==> config.mk <==
export PLATFORM = sky130hd
export DESIGN_NAME = mem_stall_ctrl
export DESIGN_NICKNAME = d
export VERILOG_FILES = /design/src/rtl/mem_stall_ctrl_pkg.sv /design/src/rtl/mem_stall_ctrl_stall_gen.sv /design/src/rtl/mem_stall_ctrl.sv
export SDC_FILE = /design/constraint.sdc
export NUM_CORES = 1
export LEC_CHECK = 0
export ABC_AREA = 0
export BUFFER_PORTS_ARGS = -buffer_cell sky130_fd_sc_hd__buf_2
export CAP_MARGIN = 20
export CORE_MARGIN = 1
export CORE_UTILIZATION = 45
export DETAILED_ROUTE_END_ITERATION = 16
export PLACE_DENSITY = 0.71
export SLEW_MARGIN = 30
export SYNTH_ARGS = -nofsm -noshare
export SYNTH_HDL_FRONTEND = slang
export SYNTH_SLANG_ARGS = --single-unit
==> constraint.sdc <==
create_clock -name clk -period 2.95 [get_ports clk]
set_input_delay 0.295 -clock clk [delete_from_list [all_inputs] [get_ports clk]]
set_output_delay 0.295 -clock clk [all_outputs]
set_load 0.05 [all_outputs]
==> src/rtl/mem_stall_ctrl_pkg.sv <==
// rtl/mem_stall_ctrl_pkg.sv - shared constants, state encoding and size helper for mem_stall_ctrl
//
// Purpose: Stop/NoStop levels, transfer size codes, stall vector encodings,
//          FSM state encoding and the size-code to byte-count helper.
// Ports:   none (package).
package mem_stall_ctrl_pkg;

    localparam logic STOP   = 1'b1;
    localparam logic NOSTOP = 1'b0;

    localparam logic [1:0] SIZE_BYTE = 2'd0;
    localparam logic [1:0] SIZE_HALF = 2'd1;
    localparam logic [1:0] SIZE_WORD = 2'd2;

    // bit0 PC, bit1 IF_ID, bit2 ID_EX, bit3 EX_MEM, bit4 MEM_WB, bit5 WB
    localparam logic [5:0] STALL_MEM  = {NOSTOP, {5{STOP}}};
    localparam logic [5:0] STALL_ID   = {{3{NOSTOP}}, {3{STOP}}};
    localparam logic [5:0] STALL_IF   = {{4{NOSTOP}}, {2{STOP}}};
    localparam logic [5:0] STALL_NONE = {6{NOSTOP}};

    typedef enum logic [2:0] {
        ST_IDLE   = 3'd0,
        ST_IF_RD  = 3'd1,
        ST_MEM_RD = 3'd2,
        ST_MEM_WR = 3'd3,
        ST_DONE   = 3'd4
    } state_e;

    // Byte beats needed for a size code; codes 2 and 3 both mean a word.
    function automatic logic [2:0] size_bytes(input logic [1:0] size);
        case (size)
            SIZE_BYTE: return 3'd1;
            SIZE_HALF: return 3'd2;
            SIZE_WORD: return 3'd4;
            default:   return 3'd4;
        endcase
    endfunction

endpackage

==> src/rtl/mem_stall_ctrl_stall_gen.sv <==
// rtl/mem_stall_ctrl_stall_gen.sv - combinational pipeline stall priority encoder
//
// Purpose: picks the 6-bit stall vector from the outstanding memory/hazard
//          requests, MEM first, then the ID load-use hazard, then IF.
// Ports:   mem_req_i/mem_done_i     MEM request and its completion pulse
//          id_stall_req_i           load-use hazard request from ID
//          if_req_i/if_done_i       IF request and its completion pulse
//          stall_o                  stall vector, 1 = Stop
module mem_stall_ctrl_stall_gen
    import mem_stall_ctrl_pkg::*;
(
    input  logic       mem_req_i,
    input  logic       mem_done_i,
    input  logic       id_stall_req_i,
    input  logic       if_req_i,
    input  logic       if_done_i,
    output logic [5:0] stall_o
);

    always_comb begin
        stall_o = STALL_NONE;
        if (mem_req_i && !mem_done_i) begin
            stall_o = STALL_MEM;
        end else if (id_stall_req_i) begin
            stall_o = STALL_ID;
        end else if (if_req_i && !if_done_i) begin
            stall_o = STALL_IF;
        end
    end

endmodule

==> src/rtl/mem_stall_ctrl.sv <==
// rtl/mem_stall_ctrl.sv - byte-wide RAM port arbiter for IF/MEM with pipeline stall generation
//
// Purpose: grants the single byte-wide RAM port to MEM (priority) or IF,
//          serialises byte/half/word transfers into byte beats and drives
//          the pipeline stall vector.
// Ports:   clk, rst                       clock, synchronous active-high reset
//          if_req/if_addr/if_flush        IF word read request, address, abort
//          if_done/if_data                IF completion pulse and fetched word
//          mem_req/mem_we/mem_size/...    MEM transfer request
//          mem_done/mem_rdata             MEM completion pulse and read data
//          id_stall_req                   load-use hazard request
//          ram_a/ram_dout/ram_wr/ram_din  byte RAM port (read data one cycle late)
//          stall                          stall vector, 1 = Stop
module mem_stall_ctrl
    import mem_stall_ctrl_pkg::*;
#(
    parameter int ADDR_W = 32,
    parameter int DATA_W = 32
) (
    input  logic              clk,
    input  logic              rst,
    input  logic              if_req,
    input  logic [ADDR_W-1:0] if_addr,
    input  logic              if_flush,
    output logic              if_done,
    output logic [DATA_W-1:0] if_data,
    input  logic              mem_req,
    input  logic              mem_we,
    input  logic [1:0]        mem_size,
    input  logic [ADDR_W-1:0] mem_addr,
    input  logic [DATA_W-1:0] mem_wdata,
    output logic              mem_done,
    output logic [DATA_W-1:0] mem_rdata,
    input  logic              id_stall_req,
    output logic [ADDR_W-1:0] ram_a,
    output logic [7:0]        ram_dout,
    output logic              ram_wr,
    input  logic [7:0]        ram_din,
    output logic [5:0]        stall
);

    state_e            state_q, state_d;
    logic [2:0]        cnt_q, cnt_d;
    logic [2:0]        n_q, n_d;
    logic [ADDR_W-1:0] base_q, base_d;
    logic [DATA_W-1:0] wdata_q, wdata_d;
    logic              if_done_q, if_done_d;
    logic              mem_done_q, mem_done_d;
    logic [DATA_W-1:0] if_data_q, if_data_d;
    logic [DATA_W-1:0] mem_rdata_q, mem_rdata_d;

    // ram_din carries the byte addressed on the previous beat, so the lane
    // being filled lags cnt by one.
    logic [1:0] rd_lane;
    logic       rd_active;
    logic       wr_active;
    logic [5:0] stall_raw;

    assign rd_lane   = cnt_q[1:0] - 2'd1;
    assign rd_active = ((state_q == ST_IF_RD) || (state_q == ST_MEM_RD)) && (cnt_q < n_q);
    assign wr_active = (state_q == ST_MEM_WR);

    always_ff @(posedge clk) begin
        if (rst) begin
            state_q     <= ST_IDLE;
            cnt_q       <= 3'd0;
            n_q         <= 3'd0;
            base_q      <= '0;
            wdata_q     <= '0;
            if_done_q   <= 1'b0;
            mem_done_q  <= 1'b0;
            if_data_q   <= '0;
            mem_rdata_q <= '0;
        end else begin
            state_q     <= state_d;
            cnt_q       <= cnt_d;
            n_q         <= n_d;
            base_q      <= base_d;
            wdata_q     <= wdata_d;
            if_done_q   <= if_done_d;
            mem_done_q  <= mem_done_d;
            if_data_q   <= if_data_d;
            mem_rdata_q <= mem_rdata_d;
        end
    end

    always_comb begin
        state_d     = state_q;
        cnt_d       = cnt_q;
        n_d         = n_q;
        base_d      = base_q;
        wdata_d     = wdata_q;
        if_done_d   = 1'b0;
        mem_done_d  = 1'b0;
        if_data_d   = if_data_q;
        mem_rdata_d = mem_rdata_q;

        case (state_q)
            ST_IDLE: begin
                if (mem_req) begin
                    base_d  = mem_addr;
                    n_d     = size_bytes(mem_size);
                    wdata_d = mem_wdata;
                    cnt_d   = 3'd0;
                    if (mem_we) begin
                        state_d = ST_MEM_WR;
                    end else begin
                        // Cleared up front so unread upper bytes come out as zero.
                        mem_rdata_d = '0;
                        state_d     = ST_MEM_RD;
                    end
                end else if (if_req) begin
                    base_d    = if_addr;
                    n_d       = 3'd4;
                    cnt_d     = 3'd0;
                    if_data_d = '0;
                    state_d   = ST_IF_RD;
                end
            end
            ST_IF_RD: begin
                if (if_flush) begin
                    state_d = ST_IDLE;
                    cnt_d   = 3'd0;
                end else begin
                    if (cnt_q != 3'd0) begin
                        if_data_d[{rd_lane, 3'b000} +: 8] = ram_din;
                    end
                    if (cnt_q == n_q) begin
                        state_d   = ST_DONE;
                        if_done_d = 1'b1;
                    end else begin
                        cnt_d = cnt_q + 3'd1;
                    end
                end
            end
            ST_MEM_RD: begin
                if (cnt_q != 3'd0) begin
                    mem_rdata_d[{rd_lane, 3'b000} +: 8] = ram_din;
                end
                if (cnt_q == n_q) begin
                    state_d    = ST_DONE;
                    mem_done_d = 1'b1;
                end else begin
                    cnt_d = cnt_q + 3'd1;
                end
            end
            ST_MEM_WR: begin
                if (cnt_q == n_q - 3'd1) begin
                    state_d    = ST_DONE;
                    mem_done_d = 1'b1;
                end else begin
                    cnt_d = cnt_q + 3'd1;
                end
            end
            ST_DONE: begin
                // No grant here: gives the requester a cycle to drop req.
                state_d = ST_IDLE;
                cnt_d   = 3'd0;
            end
            default: begin
                state_d = ST_IDLE;
                cnt_d   = 3'd0;
            end
        endcase
    end

    // RAM side is gated by rst so a write in flight stops in the reset cycle.
    assign ram_wr   = wr_active && !rst;
    assign ram_a    = ((rd_active || wr_active) && !rst) ? (base_q + ADDR_W'(cnt_q)) : '0;
    assign ram_dout = ram_wr ? wdata_q[{cnt_q[1:0], 3'b000} +: 8] : 8'h00;

    // A flush arriving while the IF result sits in DONE kills the pulse.
    assign if_done   = if_done_q && !if_flush && !rst;
    assign mem_done  = mem_done_q && !rst;
    assign if_data   = if_data_q;
    assign mem_rdata = mem_rdata_q;

    mem_stall_ctrl_stall_gen u_stall_gen (
        .mem_req_i      (mem_req),
        .mem_done_i     (mem_done),
        .id_stall_req_i (id_stall_req),
        .if_req_i       (if_req),
        .if_done_i      (if_done),
        .stall_o        (stall_raw)
    );

    assign stall = rst ? STALL_NONE : stall_raw;

endmodule

==> impl_metrics.json, run 1 <==
{
  "power_leakage_nw": 3.95,
  "cts_buffers": 17,
  "syn2layout_area_growth_pct": 28.7,
  "place_area_um2": 8850,
  "design_area_um2": 9710,
  "final_core_util_pct": 60.3,
  "crit_slowest_cell": "or4_1",
  "drt_iter0_markers": 427,
  "drc": 0,
  "synth-edff-count": 0,
  "peakVddDrop_mv": 0.499,
  "antenna_found_initial": 3,
  "yosysWarnings": 0,
  "hold_class": "input port to flop",
  "setup_viol": 0,
  "cp_data_required_time_ns": 2.65,
  "nets": 1231,
  "grt_use_total_pct": 25.3,
  "cp_max_fo": 16,
  "arrival_ns": 2.60,
  "cp-start-kind": "flop",
  "crit_family": "simple AND/OR/NAND/NOR gates",
  "syn_nets": 1045,
  "hold_ws_ns": 0.0997,
  "drv_slew": 0,
  "routed_wl_um": 22300,
  "gr-total-overflow": 0,
  "grt_pass1_vias": 6947,
  "start_util_pct": 46.8,
  "ios": 226,
  "ys_seq_area_share_pct": 36.9,
  "status": "completed",
  "gpl.final_weighted_congestion": 0.912,
  "grt_max_degree": 101,
  "pre_cts_slack_ns": 0.288,
  "tightestPinTransition_ns": 0.801,
  "fp.coreArea_um2": 16100,
  "hpwl_um": 15300,
  "power_density_nw_per_um2": 673,
  "rsz0062_at_grt": "true",
  "fin_worst_skew_ns": 0.00896,
  "yosys_most_used_dff": "dfxtp_1",
  "avgViaCountPerCell": 5.64,
  "critical_path_buf_inv_count": 3,
  "hold_violations": 0,
  "cts_num_sinks": 139,
  "ys_seq_elements": 139,
  "dr.pass1.iters": 5,
  "clk_pin_slew_ns": 0.06,
  "dieWidth_um": 132,
  "drv_cap": 0,
  "fin_crit_sh_pct": 98.0,
  "cp_slowest_stage_delay_ns": 0.50,
  "setup_slack_ns": 0.0589,
  "cpMostUsedCell": "buf_6",
  "end_kind": "output pin",
  "cts_hold_buffers": 0,
  "ys_async_sr_fraction_pct": 0,
  "grt-busiest-layer": "met2",
  "syn_inst": 919,
  "drive_above_1_share_pct": 30.9,
  "die_area_um2": 17300,
  "max_freq_mhz": 346,
  "yosysUniqueCellTypes": 53,
  "fillerInstances": 1466,
  "grt_pass1_wl_um": 35400,
  "synth_area_per_cell_um2": 8.21,
  "cts_tree": "built",
  "grt_use_met3_pct": 4.90,
  "grt_use_met2_pct": 38.9,
  "htree_num_levels": 4,
  "critPathKind": "flop to output pin",
  "numPortBuffers": 224,
  "fin_crit_ns": 2.89,
  "route.vias.total": 7536,
  "die_h_um": 132,
  "fp-row-count": 46,
  "clk_path_buf_depth": 2,
  "clock_latency_ns": 0.43,
  "routedWlPerCell_um": 16.7,
  "syn-cell-area_um2": 7550,
  "ant_nets": 0,
  "use_met1_pct": 33.7,
  "cts-root-buf": "clkbuf_16",
  "relSlewSlack_pct": 46.5,
  "crit_chain": "buf_6, ha_1, and3_4, o211ai_1, buf_4, or4_1, a21oi_2, buf_6"
}
report_power, final:
group          leakage (nW)  switching (mW)  internal, mW
registers              1.14           0.256          2.11
clock network         0.288           0.833          1.37
logic                  2.52            1.31         0.660
stage by stage:
step | total power, mW | TNS, ns | std cells
2_1_floorplan | 3.80 | -0.146 | 919
3_3_place_gp | 4.24 | 0 | 1294
6_report | 6.53 | 0 | 1336
5_1_grt | 6.86 | -0.156 | 1336
4_1_cts | 6.49 | 0 | 1330
3_5_place_dp | 4.27 | 0 | 1294
repair_timing:
item,4_1_cts,5_1_grt
buffers inserted,5,2
endpoints found under the setup margin,17,22
gates cloned,0,1
resized for setup,34,29
hold endpoints to repair,0,0
pin swaps,8,8
flip-flops by register name, summed over array words and instances (netlist names):
register    flops
n_q             3
if_data        32
base_q         32
state_q         3
mem_rdata      32
cnt_q           3
wdata_q        32
if_done_q       1
mem_done_q      1
final cells by class:
class                      count  area (µm²)  share of cell area [%]
multi-input combinational    669        4490                    46.3
sequential                   139        2800                    28.8
timing repair buffer         254        1450                    14.9
clock buffer                  20         457                    4.70
tap                          216         270                    2.78
clock inverter                11         145                    1.49
inverter                      24        90.1                   0.927
antenna                        3        7.51                  0.0773
path summary, 6_finish.rpt:
kind,cells past startpoint,endpoint,slack [ns],startpoint
setup / recovery,8,ram_a[31],0.06,cnt_q[1]
hold / removal,3,wdata_q[19],0.1,mem_wdata[19]
setup reg to reg,7,mem_rdata[9],0.47,cnt_q[0]
hold reg to reg,2,wdata_q[22],0.45,wdata_q[22]
cells in the mapped netlist (all sizes together), types with 8 or more instances:
| cell type | count | share of area (%) |
|---|---|---|
| buf | 20 | 1.3 |
| and3 | 13 | 1.1 |
| mux4 | 8 | 2.4 |
| nand2 | 81 | 4.0 |
| or3 | 13 | 1.1 |
| or4 | 12 | 1.2 |
| nand4 | 39 | 3.3 |
| dfxtp | 139 | 37 |
| nor2 | 82 | 4.1 |
| a211oi | 36 | 3.6 |
| inv | 24 | 1.2 |
| nand2b | 11 | 0.91 |
| o31ai | 43 | 4.3 |
| mux2i | 65 | 8.6 |
| o21ai | 15 | 0.99 |
| nand3 | 10 | 0.66 |
| a21oi | 91 | 6.0 |
| nor2b | 10 | 0.83 |
| clkbuf | 67 | 3.3 |
| nor3 | 71 | 4.8 |
| ha | 12 | 2.0 |
kinds of logic (layout without fill, tap and decap cells):
logic type	after synthesis	after routing	share of synthesized area [%]
simple gates	364	364	24.2
compound gates	209	209	18.5
flops	139	139	36.9
buf+inv	111	309	5.80
mux	74	74	11.2
fa+ha+maj	13	13	2.25
xor+xnor	8	8	1.13
other cells	1	4	0.0497
worst reg2reg max path, stage by stage, from the launching register on:
cell	delay, ns
dfxtp_2	0.35
buf_4	0.28
inv_1	0.16
ha_1	0.39
nand3b_1	0.52
nor3_1	0.46
mux2i_1	0.14
nor2_1	0.10
routing by layer:
layer | wire length (µm) | vias up
li1 | - | 3718
met1 | 10000 | 3471
met2 | 10200 | 303
met5 | 0 | -
met3 | 1460 | 44
met4 | 573 | 0
layout by cell type, fill, tap and decap left out, types with 8 or more instances in the layout:
| cell | instances |
|---|---|
| nor3_1 | 70 |
| a21oi_2 | 13 |
| buf_6 | 11 |
| nand3_1 | 10 |
| a211oi_1 | 36 |
| nor2b_1 | 9 |
| nand2_1 | 81 |
| clkbuf_16 | 18 |
| ha_1 | 10 |
| mux4_2 | 8 |
| o21ai_0 | 14 |
| and3_1 | 12 |
| buf_2 | 206 |
| nor2_1 | 82 |
| nand2b_1 | 11 |
| nand4_1 | 38 |
| a21oi_1 | 75 |
| dfxtp_1 | 131 |
| o31ai_1 | 43 |
| inv_1 | 22 |
| mux2i_1 | 65 |
| or3_1 | 13 |
| buf_4 | 32 |
(Power assumes the default switching activity.)
==> inputs of run 2 (changes only) <==
Settings changed: ABC_CLOCK_PERIOD_IN_PS from default to 2400, PLACE_DENSITY 0.71 to 0.74.
Clock period 2.95 ns to 2.4 ns, I/O delays scaled along.
==> impl_metrics.json, run 2 (synthesis results as in run 1) <==
{
  "ant_nets": 0,
  "fin_crit_sh_pct": 117,
  "p_int_mw": 5.56,
  "cts_num_sinks": 139,
  "cp_slowest_stage_delay_ns": 0.42,
  "dr.pass1.iters": 7,
  "antenna_cells": 0,
  "fp.coreArea_um2": 16100,
  "tightestPinTransition_ns": 0.791,
  "fp-row-count": 46,
  "grt_use_total_pct": 28.1,
  "start_util_pct": 46.8,
  "avgViaCountPerCell": 5.78,
  "arrival_ns": 2.57,
  "seqPwrFrac_pct": 32.3,
  "cp_max_fo": 6,
  "crit_family": "simple AND/OR/NAND/NOR gates",
  "drv_cap": 0,
  "layoutNonFillerInstCount": 1395,
  "pre_cts_slack_ns": -0.0743,
  "syn2layout_area_growth_pct": 44.3,
  "max_freq_mhz": 356,
  "place_area_um2": 9430,
  "critical_path_buf_inv_count": 3,
  "status": "complete, but fails checks",
  "cp_data_required_time_ns": 2.16,
  "antenna_found_initial": 0,
  "drv_slew": 0,
  "cpMostUsedCell": "buf_6",
  "ios": 226,
  "drive_above_1_share_pct": 39.0,
  "setup_slack_ns": -0.409,
  "fillerInstances": 1259,
  "cts_buffers": 17,
  "drc": 0,
  "power_density_nw_per_um2": 806,
  "place_inst": 1337,
  "violations": "negative setup slack",
  "route.vias.total": 8059,
  "crit_slowest_cell": "or3_4",
  "relSlewSlack_pct": 47.2,
  "hold_violations": 0,
  "grt_pass1_vias": 7790,
  "switching_power_mw": 3.23,
  "dieWidth_um": 132,
  "peakVddDrop_mv": 0.561,
  "fin_worst_skew_ns": 0.00905,
  "nets": 1292,
  "grt_max_degree": 137,
  "critPathKind": "flop to output pin",
  "fin_total_pwr_mw": 8.78,
  "fin_crit_ns": 2.81,
  "drt_iter0_markers": 637,
  "pwr-share-clk_pct": 32.5,
  "crit_chain": "ha_4, inv_2, fa_2, nor2b_4, buf_6, o211ai_1, or3_4, a21oi_4, buf_6",
  "grt_pass1_wl_um": 39200,
  "gr-total-overflow": 0,
  "clk_path_buf_depth": 2,
  "cp-start-kind": "flop",
  "setup_viol": 26,
  "final_common_cell": "buf_2",
  "power_leakage_nw": 4.41,
  "clk_pin_slew_ns": 0.06,
  "clock_latency_ns": 0.43,
  "end_kind": "output pin",
  "swShare_pct": 36.8,
  "comb_power_share_pct": 35.2,
  "routedWlPerCell_um": 17.9,
  "cts_hold_buffers": 0,
  "design_area_um2": 10900,
  "final_core_util_pct": 67.6,
  "gpl.final_weighted_congestion": 0.858,
  "numPortBuffers": 224,
  "routed_wl_um": 25000,
  "die_area_um2": 17300,
  "htree_num_levels": 4,
  "die_h_um": 132,
  "cts_tree": "built",
  "hpwl_um": 16000,
  "rsz0062_at_grt": "true",
  "final_cell_mix": "buf_2 (192), dfxtp_1 (126), nand2_1 (81)",
  "cts-root-buf": "clkbuf_16",
  "hold_class": "input port to flop"
}
==> run 2: path summary, 6_finish.rpt <==
kind,from,to,slack (ns),cells past startpoint
worst max register to register,cnt_q[0],mem_rdata[0],0.18,9
worst min-delay path,mem_wdata[30],wdata_q[30],0.05,3
worst min register to register,wdata_q[31],wdata_q[31],0.45,2
worst max-delay path,cnt_q[0],ram_a[14],-0.41,9
==> run 2: power groups by stage <==
stage | sequential (mW) | combinational (mW) | clock, mW
floorplan | 2.84 | 1.90 | 0
global placement | 2.83 | 2.68 | 0
detailed placement | 2.85 | 2.72 | 0
CTS | 2.82 | 2.93 | 2.87
global route | 2.87 | 3.32 | 3.00
finish | 2.84 | 3.09 | 2.85
==> run 2: area by class of cell <==
type	instances	area [µm²]	share of cell area, %
Sequential cell	139	2800	25.7
Clock inverter	13	190	1.75
Tap cell	216	270	2.48
Timing Repair Buffer	315	2180	20.0
Inverter	24	92.6	0.850
Clock buffer	19	453	4.16
Multi-Input combinational cell	669	4900	45.0
==> run 2: per-layer routing <==
layer	GRT usage, %	share of wire [%]	vias to the layer above
met5	0	0	-
met2	49.1	50	379
met1	33.3	40	3809
li1	-	-	3834
met3	6.98	8.0	37
met4	9.17	1.7	0
==> run 2: through the flow <==
step,setup TNS (ns),hold WS (ns)
2_1_floorplan,-1.29,0.319
3_3_place_gp,-0.0585,0.440
3_5_place_dp,-0.580,0.445
4_1_cts,-6.18,0.0410
5_1_grt,-8.65,0.0525
6_report,-6.59,0.0503
==> run 2: tightest hold or removal path, delay by kind of cell <==
| family | cells | cell delay (ns) |
|---|---|---|
| and+or+nand+nor | 1 | 0.04 |
| AOI/OAI and AO/OA | 1 | 0.05 |
| buffers and inverters | 1 | 0.09 |
==> run 2: repair_timing <==
item	4_1_cts	5_1_grt
pin swaps	35	34
buffers inserted	15	10
resized for setup	130	38
cloned	3	0
endpoints found under the setup margin	36	41
==> inputs of run 3 (changes only) <==
Settings changed: CORE_MARGIN 1 to 2, SKIP_CTS_REPAIR_TIMING from default to 1, TNS_END_PERCENT from default to 1.
==> impl_metrics.json, run 3 (synthesis results as in run 1) <==
{
  "status": "complete, but fails checks",
  "violations": "negative setup slack",
  "tightestPinTransition_ns": 0.826,
  "grt_use_total_pct": 25.7,
  "hold_violations": 0,
  "dieWidth_um": 134,
  "setup_viol": 33,
  "seqPwrFrac_pct": 35.0,
  "drv_slew": 0,
  "regToRegEndpoint": "if_data[28]",
  "hold_ws_ns": 0.0419,
  "dr.pass1.iters": 8,
  "cp_data_required_time_ns": 2.16,
  "drv_cap": 0,
  "numPortBuffers": 224,
  "layoutNonFillerInstCount": 1376,
  "worst_r2r_path_depth": 7,
  "critPathKind": "flop to output pin",
  "r2r_slack_ns": 0,
  "cp-start-kind": "flop",
  "ios": 226,
  "avgViaCountPerCell": 5.65,
  "cts-root-buf": "clkbuf_16",
  "routed_wl_um": 23300,
  "crit_chain": "ha_1, inv_1, fa_2, nor2b_2, o211ai_1, buf_4, or4_4, a21oi_4, buf_6",
  "path_depth": 9,
  "ant_nets": 0,
  "switching_power_mw": 3.07,
  "swShare_pct": 38.5,
  "final_common_cell": "buf_2",
  "antenna_cells": 0,
  "die_area_um2": 17800,
  "whs_endpoint": "wdata_q[27]",
  "gpl.final_weighted_congestion": 0.890,
  "comb_power_share_pct": 34.6,
  "final_core_util_pct": 60.9,
  "p_int_mw": 4.92,
  "drt_iter0_markers": 774,
  "rsz0062_at_grt": "true",
  "min_from": "mem_wdata[27]",
  "drive_above_1_share_pct": 33.6,
  "routedWlPerCell_um": 16.9,
  "clk_pin_slew_ns": 0.07,
  "crit_family": "simple AND/OR/NAND/NOR gates",
  "end_kind": "output pin",
  "cts_tree": "built",
  "fin_worst_skew_ns": 0.00983,
  "syn2layout_area_growth_pct": 33.0,
  "clock_latency_ns": 0.43,
  "hpwl_um": 16800,
  "grt_pass1_vias": 7054,
  "crit_slowest_cell": "or4_4",
  "final_cell_mix": "buf_2 (205), dfxtp_1 (131), nor2_1 (82)",
  "arrival_ns": 2.59,
  "power_leakage_nw": 4.12,
  "pwr-share-clk_pct": 30.4,
  "place_area_um2": 9300,
  "place_inst": 1343,
  "grt_max_degree": 77,
  "power_density_nw_per_um2": 796,
  "route.vias.total": 7778,
  "htree_num_levels": 4,
  "drc": 0,
  "fin_crit_sh_pct": 118,
  "fillerInstances": 1449,
  "die_h_um": 134,
  "start_util_pct": 45.8,
  "grt_pass1_wl_um": 36600,
  "gr-total-overflow": 0,
  "peakVddDrop_mv": 0.650,
  "fp.coreArea_um2": 16500,
  "cp_slowest_stage_delay_ns": 0.50,
  "cts_buffers": 17,
  "fin_crit_ns": 2.83,
  "max_freq_mhz": 354,
  "reg2reg_from": "cnt_q[0]",
  "cts_num_sinks": 139,
  "nets": 1269,
  "design_area_um2": 10000,
  "clk_path_buf_depth": 2,
  "min_delay_path_depth": 3,
  "fp-row-count": 47,
  "critical_path_buf_inv_count": 3,
  "antenna_found_initial": 0,
  "relSlewSlack_pct": 44.9,
  "setup_slack_ns": -0.425,
  "cp_max_fo": 10,
  "pre_cts_slack_ns": -0.168,
  "hold_class": "input port to flop"
}
[run 3: cell types whose count changed in the layout (fill, tap and decap cells not counted), moves of 6 or more]
cell / before / now
nor2_1: 75 / 82
buf_2: 192 / 205
buf_4: 74 / 67
buf_6: 37 / 15
o21ai_0: 4 / 14
or3_1: 3 / 11
a21oi_4: 18 / 7
o21ai_1: 7 / 0
nor2_2: 6 / 0
a21oi_1: 68 / 74
o31ai_1: 37 / 43
or3_4: 10 / 2
[run 3: final cells by class]
class | instances | area [µm²] | area share, %
repair buffers | 292 | 1770 | 17.7
well taps | 220 | 275 | 2.74
inverters | 24 | 90.1 | 0.898
clock buffers | 19 | 433 | 4.31
multi-input cells | 669 | 4560 | 45.5
flip-flops and latches | 139 | 2790 | 27.8
clock inverters | 13 | 109 | 1.08
[run 3: worst max-delay path by stage]
stage | start | endpoint | slack [ns]
5_1_grt | cnt_q[0] | ram_a[18] | -0.53
6_report | base_q[0] | ram_a[30] | -0.43
4_1_cts | base_q[0] | ram_a[30] | -0.62
3_3_place_gp | cnt_q[0] | ram_a[30] | -0.14
3_5_place_dp | base_q[0] | ram_a[30] | -0.17
2_1_floorplan | cnt_q[2] | ram_a[23] | -0.24
[run 3: through the flow]
step | total power, mW | setup TNS [ns]
global placement | 5.46 | -0.958
global route | 8.41 | -17.17
floorplan | 4.70 | -3.74
finish | 7.99 | -10.21
detailed placement | 5.51 | -1.35
CTS | 7.93 | -13.06
[run 3: power groups by stage]
stage | sequential [mW] | combinational (mW) | clock [mW]
floorplan | 2.84 | 1.86 | 0
global placement | 2.82 | 2.64 | 0
detailed placement | 2.83 | 2.68 | 0
CTS | 2.78 | 2.70 | 2.46
global route | 2.83 | 3.01 | 2.56
finish | 2.80 | 2.76 | 2.43
[run 3: routing by layer]
metal | track usage (%) | routed length, µm | vias up
li1 | - | - | 3815
met5 | 0 | 0 | -
met4 | 8.69 | 551 | 0
met2 | 40.2 | 10800 | 340
met1 | 35.1 | 10100 | 3572
met3 | 6.13 | 1850 | 51
[run 3: tightest hold or removal path, cell delays in order]
cell and delay [ns]:
buf_2 0.10, nand2_1 0.04, a21oi_1 0.05
